### config.mk
export PLATFORM = sky130hd
export DESIGN_NAME = mc_control
export DESIGN_NICKNAME = d
export VERILOG_FILES = /design/src/rtl/mc_control_pkg.sv /design/src/rtl/mc_wait_counter.sv /design/src/rtl/mc_control.sv
export SDC_FILE = /design/constraint.sdc
export NUM_CORES = 1
export LEC_CHECK = 0
export CAP_MARGIN = 20
export CORE_ASPECT_RATIO = 1.75
export CORE_MARGIN = 2
export CORE_UTILIZATION = 30
export CTS_CLUSTER_SIZE = 30
export DETAILED_ROUTE_END_ITERATION = 6
export SYNTH_ARGS = -nofsm -noshare
export SYNTH_HDL_FRONTEND = slang
export SYNTH_SLANG_ARGS = --single-unit
### constraint.sdc
create_clock -name clk -period 1.7 [get_ports clk]
set_clock_uncertainty 0.15 [all_clocks]
set_input_delay 0.34 -clock clk [delete_from_list [all_inputs] [get_ports clk]]
set_output_delay 0.34 -clock clk [all_outputs]
set_load 0.1 [all_outputs]
### src/rtl/mc_control_pkg.sv
// mc_control_pkg
//   Shared constants for the multi-cycle MIPS control unit: FSM state
//   encodings, opcode/funct values, ALU operation codes, datapath mux select
//   codes and small decode helpers.
package mc_control_pkg;

  // FSM state encodings
  localparam logic [3:0] S_FETCH  = 4'd0;
  localparam logic [3:0] S_DECODE = 4'd1;
  localparam logic [3:0] S_EXEC_R = 4'd2;
  localparam logic [3:0] S_EXEC_I = 4'd3;
  localparam logic [3:0] S_ADDR   = 4'd4;
  localparam logic [3:0] S_MEM_RD = 4'd5;
  localparam logic [3:0] S_MEM_WR = 4'd6;
  localparam logic [3:0] S_WB_ALU = 4'd7;
  localparam logic [3:0] S_WB_MEM = 4'd8;
  localparam logic [3:0] S_BRANCH = 4'd9;
  localparam logic [3:0] S_JUMP   = 4'd10;
  localparam logic [3:0] S_MULDIV = 4'd11;
  localparam logic [3:0] S_TRAP   = 4'd12;

  // Opcodes (IR[31:26])
  localparam logic [5:0] OP_RTYPE = 6'h00;
  localparam logic [5:0] OP_J     = 6'h02;
  localparam logic [5:0] OP_JAL   = 6'h03;
  localparam logic [5:0] OP_BEQ   = 6'h04;
  localparam logic [5:0] OP_BNE   = 6'h05;
  localparam logic [5:0] OP_ADDI  = 6'h08;
  localparam logic [5:0] OP_SLTI  = 6'h0A;
  localparam logic [5:0] OP_SLTIU = 6'h0B;
  localparam logic [5:0] OP_ANDI  = 6'h0C;
  localparam logic [5:0] OP_ORI   = 6'h0D;
  localparam logic [5:0] OP_XORI  = 6'h0E;
  localparam logic [5:0] OP_LUI   = 6'h0F;
  localparam logic [5:0] OP_LW    = 6'h23;
  localparam logic [5:0] OP_SW    = 6'h2B;

  // Funct codes (IR[5:0]) that the control unit cares about
  localparam logic [5:0] F_SLL   = 6'h00;
  localparam logic [5:0] F_SRL   = 6'h02;
  localparam logic [5:0] F_SRA   = 6'h03;
  localparam logic [5:0] F_SLLV  = 6'h04;
  localparam logic [5:0] F_SRLV  = 6'h06;
  localparam logic [5:0] F_SRAV  = 6'h07;
  localparam logic [5:0] F_JR    = 6'h08;
  localparam logic [5:0] F_MULT  = 6'h18;
  localparam logic [5:0] F_MULTU = 6'h19;
  localparam logic [5:0] F_DIV   = 6'h1A;
  localparam logic [5:0] F_DIVU  = 6'h1B;

  // ALU operation codes
  localparam logic [2:0] ALU_ADD   = 3'b000;
  localparam logic [2:0] ALU_SUB   = 3'b001;
  localparam logic [2:0] ALU_FUNCT = 3'b010;
  localparam logic [2:0] ALU_AND   = 3'b011;
  localparam logic [2:0] ALU_OR    = 3'b100;
  localparam logic [2:0] ALU_XOR   = 3'b101;
  localparam logic [2:0] ALU_SLT   = 3'b110;
  localparam logic [2:0] ALU_SLTU  = 3'b111;

  // Mux select codes
  localparam logic [1:0] PC_SRC_ALU    = 2'b00;
  localparam logic [1:0] PC_SRC_ALUOUT = 2'b01;
  localparam logic [1:0] PC_SRC_JUMP   = 2'b10;
  localparam logic [1:0] PC_SRC_RS     = 2'b11;

  localparam logic [1:0] SRC_B_RT      = 2'b00;
  localparam logic [1:0] SRC_B_FOUR    = 2'b01;
  localparam logic [1:0] SRC_B_IMM     = 2'b10;
  localparam logic [1:0] SRC_B_IMM_SH2 = 2'b11;

  localparam logic [1:0] DST_RT = 2'b00;
  localparam logic [1:0] DST_RD = 2'b01;
  localparam logic [1:0] DST_RA = 2'b10;

  localparam logic [1:0] WB_ALUOUT = 2'b00;
  localparam logic [1:0] WB_MDR    = 2'b01;
  localparam logic [1:0] WB_LUI    = 2'b10;
  localparam logic [1:0] WB_PC     = 2'b11;

  function automatic logic is_shift(input logic [5:0] fn);
    return (fn == F_SLL) || (fn == F_SRL) || (fn == F_SRA) ||
           (fn == F_SLLV) || (fn == F_SRLV) || (fn == F_SRAV);
  endfunction

  // Constant-amount shifts take their A operand from the shamt field
  function automatic logic is_shamt_shift(input logic [5:0] fn);
    return (fn == F_SLL) || (fn == F_SRL) || (fn == F_SRA);
  endfunction

  function automatic logic is_muldiv(input logic [5:0] fn);
    return (fn == F_MULT) || (fn == F_MULTU) || (fn == F_DIV) || (fn == F_DIVU);
  endfunction

  function automatic logic [2:0] imm_alu_op(input logic [5:0] op);
    case (op)
      OP_ANDI:  return ALU_AND;
      OP_ORI:   return ALU_OR;
      OP_XORI:  return ALU_XOR;
      OP_SLTI:  return ALU_SLT;
      OP_SLTIU: return ALU_SLTU;
      default:  return ALU_ADD;
    endcase
  endfunction

  // Logical immediates and sltiu use a zero-extended immediate
  function automatic logic imm_zero_ext(input logic [5:0] op);
    return (op == OP_ANDI) || (op == OP_ORI) || (op == OP_XORI) || (op == OP_SLTIU);
  endfunction

  // Counter width able to hold the larger of two terminal counts
  function automatic int unsigned cnt_width(input int unsigned a, input int unsigned b);
    int unsigned m;
    m = (a > b) ? a : b;
    return (m < 1) ? 1 : int'($clog2(m + 1));
  endfunction

endpackage

### src/rtl/mc_wait_counter.sv
// mc_wait_counter
//   Clear/enable counter with a terminal-count compare against a run-time
//   limit. Saturates at all-ones so a disabled limit can never wrap into a
//   false terminal count.
// Ports
//   clk, rst_n : clock, synchronous active-low reset
//   clr        : synchronous clear (priority over en)
//   en         : count enable
//   limit      : terminal count value
//   count      : current count
//   tc         : count == limit
module mc_wait_counter #(
  parameter int unsigned WIDTH = 6
) (
  input  logic             clk,
  input  logic             rst_n,
  input  logic             clr,
  input  logic             en,
  input  logic [WIDTH-1:0] limit,
  output logic [WIDTH-1:0] count,
  output logic             tc
);

  always_ff @(posedge clk) begin
    // NOTE: state registers use non-blocking assignments so every flop samples pre-edge values.
    if (!rst_n)                   count <= '0;
    else if (clr)                 count <= '0;
    else if (en && (count != '1)) count <= count + WIDTH'(1);
  end

  assign tc = (count == limit);

endmodule

### src/rtl/mc_control.sv
// mc_control
//   Multi-cycle MIPS control unit. Sequences FETCH/DECODE/EXEC/MEM/WB for each
//   instruction, waits on the memory ready handshake with a timeout, runs an
//   iterative mult/div unit and traps on illegal opcodes.
// Ports
//   clk, rst_n          : clock, synchronous active-low reset
//   opcode, funct       : IR fields (stable from DECODE onward)
//   zero                : ALU zero flag
//   mem_ready           : memory completes the access this cycle
//   mem_req/mem_we/iord : memory port control
//   ir_write/pc_write   : IR and PC load enables
//   pc_src, alu_src_a, alu_src_b, alu_op, shift, alu_src_shamt, ext_sign,
//   reg_dst, mem_to_reg : datapath mux selects and ALU control
//   reg_write           : register file write enable
//   muldiv_start        : one-cycle start pulse to the mult/div unit
//   hilo_write          : one-cycle HI/LO write pulse
//   instr_done          : pulse on the last cycle of each instruction
//   illegal, mem_fault  : sticky trap flags
module mc_control
  import mc_control_pkg::*;
#(
  parameter int unsigned ALUOP_W       = 3,
  parameter int unsigned HAS_MULDIV    = 1,
  parameter int unsigned MULDIV_CYCLES = 32,
  parameter int unsigned MEM_TIMEOUT   = 15
) (
  input  logic               clk,
  input  logic               rst_n,
  input  logic [5:0]         opcode,
  input  logic [5:0]         funct,
  input  logic               zero,
  input  logic               mem_ready,
  output logic               mem_req,
  output logic               mem_we,
  output logic               iord,
  output logic               ir_write,
  output logic               pc_write,
  output logic [1:0]         pc_src,
  output logic               alu_src_a,
  output logic [1:0]         alu_src_b,
  output logic [ALUOP_W-1:0] alu_op,
  output logic               shift,
  output logic               alu_src_shamt,
  output logic               ext_sign,
  output logic [1:0]         reg_dst,
  output logic [1:0]         mem_to_reg,
  output logic               reg_write,
  output logic               muldiv_start,
  output logic               hilo_write,
  output logic               instr_done,
  output logic               illegal,
  output logic               mem_fault
);

  localparam int unsigned CNT_W = cnt_width(MULDIV_CYCLES, MEM_TIMEOUT);
  localparam logic [CNT_W-1:0] MD_LAST  = CNT_W'(MULDIV_CYCLES - 1);
  localparam logic [CNT_W-1:0] TO_LIMIT = CNT_W'(MEM_TIMEOUT);
  localparam logic TIMEOUT_EN = (MEM_TIMEOUT != 0);
  localparam logic MD_LEGAL   = (HAS_MULDIV != 0);

  logic [3:0]       state, next_state;
  logic             in_access, in_muldiv, timeout;
  logic             cnt_clr, cnt_en, cnt_tc;
  logic [CNT_W-1:0] cnt, cnt_limit;

  assign in_access = (state == S_FETCH) || (state == S_MEM_RD) || (state == S_MEM_WR);
  assign in_muldiv = (state == S_MULDIV);

  // One counter serves both uses: in an access it counts wait cycles, in
  // MULDIV it counts iterations. It is cleared in every other state, so it
  // always starts at zero on entry to either.
  assign cnt_clr   = !(in_access || in_muldiv) || (in_access && mem_ready);
  assign cnt_en    = in_muldiv || (in_access && !mem_ready);
  assign cnt_limit = in_muldiv ? MD_LAST : TO_LIMIT;

  // The count equals the number of wait cycles already spent; on the cycle
  // it reaches MEM_TIMEOUT a late mem_ready still completes the access.
  assign timeout = TIMEOUT_EN && in_access && !mem_ready && cnt_tc;

  mc_wait_counter #(.WIDTH(CNT_W)) u_wait_counter (
    .clk   (clk),
    .rst_n (rst_n),
    .clr   (cnt_clr),
    .en    (cnt_en),
    .limit (cnt_limit),
    .count (cnt),
    .tc    (cnt_tc)
  );

  // Next-state logic
  always_comb begin
    next_state = state;
    case (state)
      S_FETCH: begin
        if (mem_ready)    next_state = S_DECODE;
        else if (timeout) next_state = S_TRAP;
      end
      S_DECODE: begin
        case (opcode)
          OP_RTYPE: begin
            if (funct == F_JR)         next_state = S_JUMP;
            else if (is_muldiv(funct)) next_state = MD_LEGAL ? S_MULDIV : S_TRAP;
            else                       next_state = S_EXEC_R;
          end
          OP_ADDI, OP_ANDI, OP_ORI, OP_XORI,
          OP_SLTI, OP_SLTIU, OP_LUI:   next_state = S_EXEC_I;
          OP_LW, OP_SW:                next_state = S_ADDR;
          OP_BEQ, OP_BNE:              next_state = S_BRANCH;
          OP_J, OP_JAL:                next_state = S_JUMP;
          default:                     next_state = S_TRAP;
        endcase
      end
      S_EXEC_R, S_EXEC_I: next_state = S_WB_ALU;
      S_ADDR:   next_state = (opcode == OP_LW) ? S_MEM_RD : S_MEM_WR;
      S_MEM_RD: begin
        if (mem_ready)    next_state = S_WB_MEM;
        else if (timeout) next_state = S_TRAP;
      end
      S_MEM_WR: begin
        if (mem_ready)    next_state = S_FETCH;
        else if (timeout) next_state = S_TRAP;
      end
      S_WB_ALU, S_WB_MEM, S_BRANCH, S_JUMP: next_state = S_FETCH;
      S_MULDIV: if (cnt_tc) next_state = S_FETCH;
      S_TRAP:   next_state = S_TRAP;
      default:  next_state = S_FETCH;
    endcase
  end

  always_ff @(posedge clk) begin
    if (!rst_n) begin
      state     <= S_FETCH;
      illegal   <= 1'b0;
      mem_fault <= 1'b0;
    end else begin
      state <= next_state;
      if ((state == S_DECODE) && (next_state == S_TRAP)) illegal <= 1'b1;
      if (timeout) mem_fault <= 1'b1;
    end
  end

  // Output decode. Write enables for the register file, memory and HI/LO
  // depend only on the state register and the held IR fields; only IR/PC
  // loads, the branch PC write and the store-done pulse follow mem_ready/zero.
  always_comb begin
    // NOTE: every output gets a default before the case so no path can infer a latch.
    mem_req       = 1'b0;
    mem_we        = 1'b0;
    iord          = 1'b0;
    ir_write      = 1'b0;
    pc_write      = 1'b0;
    pc_src        = PC_SRC_ALU;
    alu_src_a     = 1'b0;
    alu_src_b     = SRC_B_RT;
    alu_op        = ALUOP_W'(ALU_ADD);
    shift         = 1'b0;
    alu_src_shamt = 1'b0;
    ext_sign      = 1'b0;
    reg_dst       = DST_RT;
    mem_to_reg    = WB_ALUOUT;
    reg_write     = 1'b0;
    muldiv_start  = 1'b0;
    hilo_write    = 1'b0;
    instr_done    = 1'b0;
    case (state)
      S_FETCH: begin
        mem_req   = 1'b1;
        alu_src_b = SRC_B_FOUR;
        ir_write  = mem_ready;
        pc_write  = mem_ready;
      end
      S_DECODE: begin
        // Precompute the branch target into ALUOut
        alu_src_b = SRC_B_IMM_SH2;
      end
      S_EXEC_R: begin
        alu_src_a     = 1'b1;
        alu_op        = ALUOP_W'(ALU_FUNCT);
        shift         = is_shift(funct);
        alu_src_shamt = is_shamt_shift(funct);
      end
      S_EXEC_I: begin
        alu_src_a = 1'b1;
        alu_src_b = SRC_B_IMM;
        alu_op    = ALUOP_W'(imm_alu_op(opcode));
        ext_sign  = imm_zero_ext(opcode);
      end
      S_ADDR: begin
        alu_src_a = 1'b1;
        alu_src_b = SRC_B_IMM;
      end
      S_MEM_RD: begin
        mem_req = 1'b1;
        iord    = 1'b1;
      end
      S_MEM_WR: begin
        mem_req    = 1'b1;
        iord       = 1'b1;
        mem_we     = 1'b1;
        instr_done = mem_ready;
      end
      S_WB_ALU: begin
        reg_write  = 1'b1;
        reg_dst    = (opcode == OP_RTYPE) ? DST_RD : DST_RT;
        mem_to_reg = (opcode == OP_LUI) ? WB_LUI : WB_ALUOUT;
        instr_done = 1'b1;
      end
      S_WB_MEM: begin
        reg_write  = 1'b1;
        mem_to_reg = WB_MDR;
        instr_done = 1'b1;
      end
      S_BRANCH: begin
        alu_src_a  = 1'b1;
        alu_op     = ALUOP_W'(ALU_SUB);
        pc_src     = PC_SRC_ALUOUT;
        pc_write   = (opcode == OP_BNE) ? !zero : zero;
        instr_done = 1'b1;
      end
      S_JUMP: begin
        pc_write   = 1'b1;
        instr_done = 1'b1;
        if (opcode == OP_RTYPE) begin
          pc_src = PC_SRC_RS;
        end else begin
          pc_src = PC_SRC_JUMP;
          if (opcode == OP_JAL) begin
            // PC already holds PC+4 from FETCH
            reg_write  = 1'b1;
            reg_dst    = DST_RA;
            mem_to_reg = WB_PC;
          end
        end
      end
      S_MULDIV: begin
        muldiv_start = (cnt == '0);
        hilo_write   = cnt_tc;
        instr_done   = cnt_tc;
      end
      default: ;
    endcase
  end

endmodule

; ---- Word level (Yosys, flattened, before mapping)
; Cells that the tools add are included.
; W data, S select, Z words.
[classes]
addsub = 1
multipliers = 0
div_mod_pow = 0
magnitude_cmp = 0
eq_ne = 38
shift = 0
n_mux = 40
n_bitwise = 1
reduce_logical = 40
[ops]
columns = cell, n
row1 = $eq A6 B4 Y1 const B, 8
row2 = $pmux W4 S8, 1
row3 = $eq A6 B3 Y1 const B, 5
row4 = $mux W4, 7
row5 = $eq A4 B4 Y1 const B, 6
row6 = $eq A6 B2 Y1 const B, 4
row7 = $eq A6 B5 Y1 const B, 4
row8 = $pmux W4 S5, 1
row9 = $logic_not A6 Y1, 3
row10 = $eq A4 B3 Y1 const B, 4
row11 = $logic_or A1 B1 Y1, 16
row12 = $reduce_or A2 Y1, 8
row13 = $mux W1, 15
row14 = $pmux W3 S5, 1
row15 = $eq A6 B6 Y1 const B, 2
row16 = $mux W2, 6
row17 = $pmux W2 S3, 2
row18 = $pmux W3 S3, 1
row19 = $eq A4 B2 Y1 const B, 2
row20 = $pmux W2 S2, 2
row21 = $reduce_or A4 Y1, 2
row22 = $reduce_or A7 Y1, 1
row23 = $add A6 B1 Y6 const B, 1
row24 = $eq A6 B5 Y1, 1
row25 = other kinds (10), 17
[totals]
register_bits = 12
latchBits = 0
mem_bits_rw = 0
romBits = 0
inputBits = 16
elab_cells = 124
n_memories = 0

; ---- Logic depth before layout (Yosys ltp)
[logic_depth]
ltp_word = 10
mapped_depth = 7

; ---- Modules after synthesis
; From an unflattened synthesis, not the netlist that was laid out.
[hier_totals]
cells_unflattened = 205
hier_area_um2 = 1477.7
[by_module_without_submodules]
columns = mod, n_inst, cells_per_inst, area_per_inst_um2, seq_area_each_um2
row1 = mc_control, 1, 158, 1048.5, 120.1
row2 = mc_wait_counter, 1, 47, 429.2, 120.1

; ---- Worst setup path after synthesis
; Ideal clock, no wire load.
[synth_path]
path_type = reg2out
start = register state[3]
end = output alu_src_shamt
arrival_time_ns = 5.273
required_ns = 1.210
path_slack_ns = -4.063
stages_incl_launch_ff = 7
path_cell_list = dfxtp_1 -> buf_2 -> buf_2 -> nor2_1 -> nand3_1 -> nor4_1 -> nor2b_1
[synth_between]
elab_chain_len = 2
[synth_rtl]
columns = item, line
row1 = "start, declared", mc_control.sv:61  ; logic [3:0] state, next_state;
row2 = "start signal, assigned", mc_control.sv:136  ; state <= next_state;
row3 = $eq A4 B2 Y1, mc_control.sv:165  ; case (state)
row4 = $mux W1, mc_control.sv:165
row5 = "end, declared", mc_control.sv:43  ; output logic alu_src_shamt,
; Every way passes these cells.

; ---- Worst setup path in the final report
[layout_path]
start = register state[2]
end = output alu_src_shamt
; The elaborated chain is that of the path after synthesis.

==> flow_metrics.py <==
metrics = {
    "synth": {
        "ys_async_sr_fraction_pct": 0,
        "syn_inst": 209,
        "syn_area_mm2": 0.001393,
        "yosys_warnings": 0,
        "ys_dominant_reg_cell": "dfxtp_1",
        "synth.distinct_cells": 52,
        "ys_seq_area_share_pct": 17.25,
        "postSynthAreaPerCell_um2": 6.663,
        "ys_ff_latch": 12,
        "synth_edf_count": 0,
        "syn_nets": 227,
    },
    "route": {
        "final_antenna_net_count": 0,
        "drt_iter0_drc": 63,
        "routed_wl_mm": 7.406,
        "drc": 0,
        "viasPerCell": 5.466,
        "wl_per_cell_um": 18.75,
        "first_pass_iters": 5,
        "vias": 2159,
    },
    "critical_path": {
        "cp_slowest_cell": "dfxtp_4",
        "worstReg2RegStart": "u_wait_counter.count[1]",
        "slowest_delay_ps": 350,
        "cp.required_ps": 1210,
        "path_cells": "buf_12 -> buf_6 -> nor2_4 -> nand3_4 -> nor4_4 -> nor2b_4 -> buf_12",
        "crit_path_end_kind": "primary output",
        "crit_buf_inv": 3,
        "critPathMaxFanout": 3,
        "start_kind": "flop",
        "arrival_ps": 1670,
        "critPathLaunch": "state[2]",
        "crit_type": "flop to primary output",
        "cp_top_family": "simple AND/OR/NAND/NOR gates",
        "crit_path_frequent_cell": "buf_12",
    },
    "die": {
        "dieArea_mm2": 0.005224,
        "die_w_um": 55.50,
        "dieHeight_um": 94.13,
        "core_mm2": 0.004444,
        "rows": 32,
        "floorplan.initialDensity_pct": 31.33,
        "ioPinCount": 42,
    },
    "pwr": {
        "powerDensity_mw_per_mm2": 1493,
        "leakagePower_uw": 0.001450,
        "pwr-share-clk_pct": 5.6,
        "finalPower_uw": 5527,
        "ir_drop_mv": 1.859,
        "power_frac_comb_pct": 86.6,
        "p_sw_uw": 2793,
        "seqPwrFrac_pct": 7.8,
        "switching_share_pct": 50.54,
        "intPower_uw": 2734,
    },
    "placed_design": {
        "dp_slack_ps": -739.1,
        "gp_congestion": 0.8582,
        "port_buffers": 41,
        "place_hpwl_mm": 4.498,
        "place_area_mm2": 0.002944,
    },
    "min_path": {
        "hp-start": "mem_fault",
        "holdCritPathClass": "flop to flop",
    },
    "layout": {
        "nets": 363,
        "fill_cells": 224,
        "final_area_mm2": 0.003702,
        "final_core_util_pct": 83.31,
        "drive_gt1_share_pct": 70.06,
        "area_growth_pct": 165.9,
        "antennaDiodeCount": 0,
    },
    "cts": {
        "clkSinkCount": 12,
        "cts_tree": "done",
        "insertion_delay_ps": 240,
        "cts_buffers": 3,
        "cts-root-buf": "clkbuf_8",
        "cts_buffer_depth": 2,
        "htree_levels": 1,
        "clk_pin_slew_ps": 50,
    },
    "sta": {
        "fin_tns_setup_ps": -8766,
        "finalWorstSetupSlack_ps": -461.2,
        "relSlewSlack_pct": 71.35,
        "worstMarginPinSlew_ps": 428.8,
        "clock.fmax_mhz": 462.7,
        "fin_crit_ps": 2161,
        "drv_slew": 0,
        "hold_viol_final": 0,
        "rsz0062_at_grt": "true",
        "setup_viol": 35,
        "finalCritPeriodShare_pct": 127.1,
    },
    "outcome": {
        "violations": "negative setup slack",
        "status": "finished with violations",
    },
    "grt": {
        "grt_max_degree": 13,
        "grt_pass1_vias": 2189,
        "grt.overflow.total": 0,
        "antenna_found_initial": 0,
        "grt.total_usage_pct": 24.40,
        "grt_pass1_wl_mm": 10.16,
    },
    "run": {
        "drv_cap": 0,
    },
}
[worst min-delay path: cells and delay by family, from the launching register on]
family | cells | cell delay (ps)
AOI/OAI and AO/OA | 1 | 60
and+or+nand+nor | 1 | 100
DFF | 1 | 380
[cells by family after synthesis]
family                     count (synthesis)  share of synthesized area (%)
and+or+nand+nor                          111                          41.96
DFF                                       12                          17.25
adders and majority gates                  2                          1.797
AOI/OAI and AO/OA                         53                          26.24
xor gates and xnor gates                   7                          4.403
muxes                                      1                         0.7188
buffers and inverters                     23                          7.637
[state kept, by name, indices dropped and copies added, names as in the netlist]
name                  count
u_wait_counter.count      6
state                     4
illegal                   1
mem_fault                 1
[layout make-up]
type	count	area [um2]	area share (%)
well taps	51	63.81	1.724
flip-flops and latches	12	261.5	7.063
repair buffers	145	1610	43.49
inverters	9	41.29	1.115
multi-input cells	174	1670	45.12
clock buffers	4	55.05	1.487
[Yosys cell counts (2+ instances only)]
cell / n / area (um2)
nor3b_1: 2 / 15.01
a31o_2: 2 / 17.52
xor2_1: 3 / 26.28
nor3_1: 5 / 25.02
a21o_1: 2 / 15.01
xnor2_1: 4 / 35.03
nor2_1: 36 / 135.1
o21ai_0: 12 / 60.06
a211oi_1: 3 / 22.52
o211ai_1: 4 / 30.03
nand3_1: 11 / 55.05
nor2b_1: 9 / 56.30
ha_1: 2 / 25.02
o31ai_1: 2 / 15.01
nand2_1: 16 / 60.06
inv_1: 8 / 30.03
nand4_1: 2 / 12.51
dfxtp_1: 12 / 240.2
and3_1: 5 / 31.28
a21oi_1: 12 / 60.06
nand2b_1: 8 / 50.05
nand3b_1: 2 / 15.01
buf_1: 2 / 7.510
a31oi_1: 5 / 31.28
nand4b_1: 2 / 17.52
buf_2: 10 / 50.05
nor4_1: 3 / 18.77
[per-layer routing]
| layer | track usage [%] | part of all wire, % | vias to the layer above |
|---|---|---|---|
| li1 | - | - | 1026 |
| met1 | 24.00 | 33 | 1024 |
| met2 | 49.31 | 58 | 74 |
| met3 | 1.240 | 3.1 | 35 |
| met4 | 13.01 | 5.8 | 0 |
| met5 | 0 | 0 | - |
[final timing paths]
path	slack, ps	endpoint	cells past startpoint
worst max-delay path	-460	alu_src_shamt	7
worst min-delay path	430	mem_fault	2
worst max register to register	-230	illegal	7
worst min register to register	430	mem_fault	2
[what timing repair did]
| item | 4_1_cts | 5_1_grt |
|---|---|---|
| endpoints found under the hold margin | 0 | 0 |
| cloned | 2 | 0 |
| pin swaps | 33 | 38 |
| endpoints found under the setup margin | 35 | 35 |
| buffers inserted | 20 | 16 |
| resized for setup | 104 | 52 |
| hold buffers | 0 | 0 |
[per-stage QoR]
step	hold slack, ps	cells
final	425.9	395
after detailed placement	408.9	360
after global placement	399.8	360
after CTS	423.2	385
after global routing	437.9	395
after floorplan	318.2	209
[layout by cell type, fill, tap and decap left out, types with 4 or more instances in the layout]
master           netlist  routed
buf_4                  0      68
buf_6                  1      31
buf_12                 0      30
nor2_1                36      16
nor2_4                 0      14
nand2_1               16       9
nor2b_4                0       6
nor2_2                 0       6
a21oi_1               12       6
o21ai_0               12       6
nand2b_4               0       5
nand3_1               11       5
nand3_4                0       5
a31oi_1                5       5
dfxtp_1               12       5
clkdlybuf4s50_1        0       5
dfxtp_4                0       5
xnor2_1                4       4
a21oi_2                0       4
o211ai_1               4       4
clkbuf_8               0       4
buf_2                 10       4
dlygate4sd2_1          0       4
[power by group through the flow]
stage	clock (uW)	combinational [uW]	sequential, uW
after global placement	0	3710	411
after CTS	316	4280	420
final	309	4790	433
after global routing	333	4960	436
after detailed placement	0	3740	414
after floorplan	0	2270	407
Note: power is estimated with default switching activity, not from simulation.
